===== src/rtl/branch_off_enc.sv =====
// Branch offset encoder: turns a pc/target pair into the word-offset
// immediate that the branch sign-extend/shift-by-2 path will decode back
// into target - (pc + 4). Two-stage valid/ready pipeline with range and
// alignment flags plus a saturating count of flagged results.
module branch_off_enc #(
    parameter int DEPTH = 18
) (
    input  logic             clk,
    input  logic             rst,
    input  logic             in_valid,
    output logic             in_ready,
    input  logic [31:0]      pc,
    input  logic [31:0]      target,
    output logic             out_valid,
    input  logic             out_ready,
    output logic [DEPTH-3:0] imm,
    output logic             misalign,
    output logic             overflow,
    output logic [15:0]      err_cnt
);

    // Offset does not fit in signed DEPTH bits when the bits above the
    // sign position are not a pure sign extension.
    function automatic logic range_err_f(input logic [31:0] d);
        logic [31-DEPTH+1:0] hi_s;
        hi_s = d[31:DEPTH-1];
        range_err_f = !((&hi_s) || !(|hi_s));
    endfunction

    logic              s1_valid_r;
    logic [31:0]       diff_r;
    logic              s2_valid_r;
    logic [DEPTH-3:0]  imm_r;
    logic              misalign_r;
    logic              overflow_r;
    logic [15:0]       err_cnt_r;

    logic              s1_adv_s;
    logic              s2_adv_s;
    logic              out_xfer_s;
    logic              in_ready_s;

    // Pipeline advance decisions; in_ready follows out_ready combinationally
    // so a full pipeline keeps streaming without a bubble.
    always_comb begin
        s2_adv_s   = 1'b0;
        s1_adv_s   = 1'b0;
        out_xfer_s = 1'b0;
        in_ready_s = 1'b0;
        out_xfer_s = s2_valid_r && out_ready;
        s2_adv_s   = !s2_valid_r || out_ready;
        s1_adv_s   = !s1_valid_r || s2_adv_s;
        if (rst) begin
            in_ready_s = 1'b0;
        end else begin
            in_ready_s = s1_adv_s;
        end
    end

    // Stage 1: capture the 32-bit modulo byte offset relative to pc + 4.
    always_ff @(posedge clk) begin
        if (rst) begin
            s1_valid_r <= 1'b0;
            diff_r     <= 32'd0;
        end else if (s1_adv_s) begin
            s1_valid_r <= in_valid;
            if (in_valid) begin
                diff_r <= target - pc - 32'd4;
            end
        end
    end

    // Stage 2: encode the immediate and flags; held while the consumer stalls.
    always_ff @(posedge clk) begin
        if (rst) begin
            s2_valid_r <= 1'b0;
            imm_r      <= '0;
            misalign_r <= 1'b0;
            overflow_r <= 1'b0;
        end else if (s2_adv_s) begin
            s2_valid_r <= s1_valid_r;
            if (s1_valid_r) begin
                imm_r      <= diff_r[DEPTH-1:2];
                misalign_r <= (diff_r[1:0] != 2'b00);
                overflow_r <= range_err_f(diff_r);
            end
        end
    end

    // Count delivered results carrying any error flag, saturating at all-ones.
    always_ff @(posedge clk) begin
        if (rst) begin
            err_cnt_r <= 16'd0;
        end else if (out_xfer_s && (misalign_r || overflow_r) &&
                     (err_cnt_r != 16'hFFFF)) begin
            err_cnt_r <= err_cnt_r + 16'd1;
        end
    end

    assign in_ready  = in_ready_s;
    assign out_valid = s2_valid_r;
    assign imm       = imm_r;
    assign misalign  = misalign_r;
    assign overflow  = overflow_r;
    assign err_cnt   = err_cnt_r;

endmodule


===== config.mk =====
export PLATFORM = sky130hd
export DESIGN_NAME = branch_off_enc
export DESIGN_NICKNAME = d
export VERILOG_FILES = /design/src/rtl/branch_off_enc.sv
export SDC_FILE = /design/constraint.sdc
export NUM_CORES = 1
export LEC_CHECK = 0
export CAP_MARGIN = 20
export CORE_UTILIZATION = 53
export DETAILED_ROUTE_END_ITERATION = 10
export PLACE_DENSITY = 0.82
export SKIP_LAST_GASP = 1
export SLEW_MARGIN = 20
export SYNTH_ARGS = -nofsm -noshare
export SYNTH_HDL_FRONTEND = slang
export SYNTH_SLANG_ARGS = --single-unit

===== constraint.sdc =====
create_clock -name clk -period 6.3 [get_ports clk]
set_clock_uncertainty 0.2 [all_clocks]
set_input_delay 1.26 -clock clk [delete_from_list [all_inputs] [get_ports clk]]
set_output_delay 1.26 -clock clk [all_outputs]
set_load 0.03 [all_outputs]

==> flow_metrics.tcl <==
set metrics [dict create \
    cts.reportedPaths.clkPinSlew_ps 70 \
    routed_wl_mm 11.5 \
    cts_buffers 9 \
    core_area_sq_um 9200 \
    cp.depth 12 \
    post_cts_buffers 0 \
    die-width_um 99.0 \
    power_uw 1390 \
    r2r-end "diff_r[31]" \
    max-cap-violations 0 \
    reg2reg_slack_ps 3680 \
    clock_latency_ps 340 \
    cts-resized-gates 0 \
    die_height_um 99.0 \
    status "completed" \
    clockBufferDepth 2 \
    post_drt_wl_per_cell_um 13.0 \
    clock-sinks 68 \
    synth_edf_count 0 \
    critPathKind "in2reg" \
    antenna_cells 0 \
    via_count 4976 \
    cts_max_level 3 \
    yosysUniqueCellTypes 52 \
    crit_arrival_ps 4560 \
    relSlewSlack_pct 33.1 \
    io_pins 104 \
    ant_nets 0 \
    grt_max_degree 56 \
    place.gp.congestion 0.901 \
    avgSynthCellArea_sq_um 7.31 \
    dr.pass1.iters 5 \
    path_delay_family "compound AO/OA/AOI/OAI gates" \
    crit_path_end_kind "flop" \
    cts-root-buf "clkbuf_8" \
    seq_area_frac_synth_pct 27.3 \
    drt-initial-drc-count 266 \
    dieArea_sq_um 9810 \
    setup_viol 0 \
    fillCellCount 768 \
    grt_util_all_layers_pct 23.8 \
    synthCells 683 \
    reg2reg_depth 7 \
    rsz0062_at_grt "no" \
    rr_startpoint "out_valid" \
    grt_remaining_overflow 0 \
    grt_pass1_wl_mm 19.2 \
    synth_async_sr_flop_share_pct 0 \
    hold_violations 0 \
    antenna_found_initial 0 \
    portBuffers 103 \
    postSynthNetCount 814 \
    max_freq_ghz 0.221 \
    area_growth_pct 26.2 \
    ys_ff_latch 68 \
    slew_violations 0 \
    hold_path.class "reg2reg" \
    critPathLaunchType "primary input" \
    crit_start "pc[1]" \
    p_leak_uw 0.00274 \
    fin_tns_setup_ps 0 \
    ctsHoldBuffers 0 \
    fin_crit_ps 4530 \
    crit_chain "clkdlybuf4s50_1 -> inv_1 -> ha_1 -> ha_1 -> fa_1 -> a21o_1 -> a311o_1 -> a21o_1 -> a211o_1 -> a311oi_2 -> mux2i_1 -> a311o_1" \
    routed_via_density 5.63 \
    tightest_slew_ps 999 \
    grt_pass1_vias 4396 \
    rows 35 \
    critPathSlowestCell "clkdlybuf4s50_1" \
    fin_nets 899 \
    layout-drive-gt1-share_pct 2.72 \
    dpl.hpwl_mm 8.86 \
    period_share_pct 71.9 \
    ys_warn_count 0 \
    synth_flop_cell "dfxtp_1" \
    p_per_area_nw_per_um2 221 \
    start_util_pct 54.3 \
    cp_slowest_stage_delay_ps 450 \
    required_ps 6330 \
    netlist_area_sq_um 4990 \
    cp_max_fo 4 \
    vdd_drop_max_uv 91.4 \
    path_buf_inv 2 \
    cp-endpoint "diff_r[31]" \
    cts_tree "yes" \
    drc 0 \
]
## cell type report
class	instances	area, sq um	area share, %
Timing Repair Buffer	105	1040	16.5
Clock inverter	4	95.1	1.51
Tap cell	111	139	2.21
Inverter	95	357	5.66
Multi-Input combinational cell	489	3150	50.0
Sequential cell	68	1360	21.6
Clock buffer	12	155	2.46
## worst min path at each step
| stage | start | endpoint | slack (ps) | cells past startpoint |
|---|---|---|---|---|
| after global placement | diff_r[14] | imm[12] | 240 | 2 |
| after detailed placement | diff_r[10] | diff_r[10] | 250 | 2 |
| after CTS | diff_r[7] | diff_r[7] | 250 | 2 |
| final | diff_r[7] | diff_r[7] | 250 | 2 |
| after floorplan | diff_r[10] | diff_r[10] | 220 | 2 |
| after global routing | diff_r[6] | diff_r[6] | 270 | 2 |
## per-layer routing
metal,vias up,track usage [%],share of wire [%]
met4,0,9.64,1.9
li1,2495,-,-
met5,-,0,0
met2,180,40.0,47
met1,2280,31.2,46
met3,21,2.70,5.3
## flip-flops by register name, indices dropped and copies added, names as in the netlist
signal	cells
misalign	1
s1_valid_r	1
imm	16
out_valid	1
err_cnt	16
overflow	1
diff_r	32
## per-stage QoR
step / utilization [%] / worst slack (ps) / hold WS (ps) / instances / instance area [sq um]
3_3_place_gp: 65.7 / 1490 / 238 / 868 / 6050
3_5_place_dp: 65.7 / 1430 / 245 / 868 / 6050
6_report: 68.5 / 1770 / 253 / 884 / 6300
5_1_grt: 68.5 / 1510 / 267 / 884 / 6300
4_1_cts: 68.5 / 1790 / 255 / 884 / 6300
2_1_floorplan: - / 2130 / 225 / 683 / 4990
## kinds of logic after synthesis
family                   count (synthesis)  synth area share [%]
buffers and inverters                  126                  9.63
AO/OA/AOI/OAI                          153                  18.7
adder cells (fa/ha/maj)                 63                  15.9
flip-flops                              68                  27.3
AND/OR/NAND/NOR                        232                  21.1
multiplexers                             4                 0.802
XOR/XNOR                                37                  6.49
## cell usage after synthesis, types with 3 or more instances
cell      count  area [sq um]
nand2_1     102           383
inv_1        95           357
a21oi_1      68           340
dfxtp_1      68          1360
ha_1         62           776
nor2_1       48           180
clkbuf_1     30           113
o21ai_0      30           150
nand4_1      20           125
xor2_1       20           175
nand3_1      18          90.1
xnor2_1      17           149
a21o_1       10          75.1
nor3_1       10          50.1
nor4_1        7          43.8
o211ai_1      6          45.0
a211oi_1      5          37.5
and3_1        5          31.3
a311oi_1      4          35.0
and2_1        4          25.0
mux2i_1       4          40.0
o21bai_1      4          30.0
or3_1         4          25.0
a31oi_1       3          18.8
nand2b_1      3          18.8
nor2b_1       3          18.8
o22ai_1       3          18.8
## worst min-delay path: cells and delay by family (launching register included)
kind,cells,cell delay (ps)
DFF,1,310
AOI/OAI and AO/OA,1,50
and+or+nand+nor,1,50
## where the power goes
part | internal, uW | total (uW) | switching, uW
Clock | 284 | 443 | 159
Sequential | 467 | 493 | 25.5
Combinational | 198 | 458 | 260
Total | 950 | 1390 | 444
## placed cells by master, fill, tap and decap left out, drive strengths merged, types with 2 or more instances in the layout
master / n
nand2: 102
clkdlybuf4s50: 102
inv: 95
a21oi: 68
dfxtp: 68
ha: 62
nor2: 48
o21ai: 30
nand4: 20
xor2: 20
nand3: 18
xnor2: 17
clkbuf: 12
nor3: 10
a21o: 10
nor4: 7
o211ai: 6
a211oi: 5
and3: 5
and2: 5
a311oi: 5
or3: 4
mux2i: 4
o21bai: 4
nor2b: 3
nand2b: 3
a31oi: 3
o22ai: 3
bufinv: 3
buf: 3
and4: 2
o21a: 2
a311o: 2
o31ai: 2
a211o: 2
No activity file was read; power rests on OpenSTA's default activity.
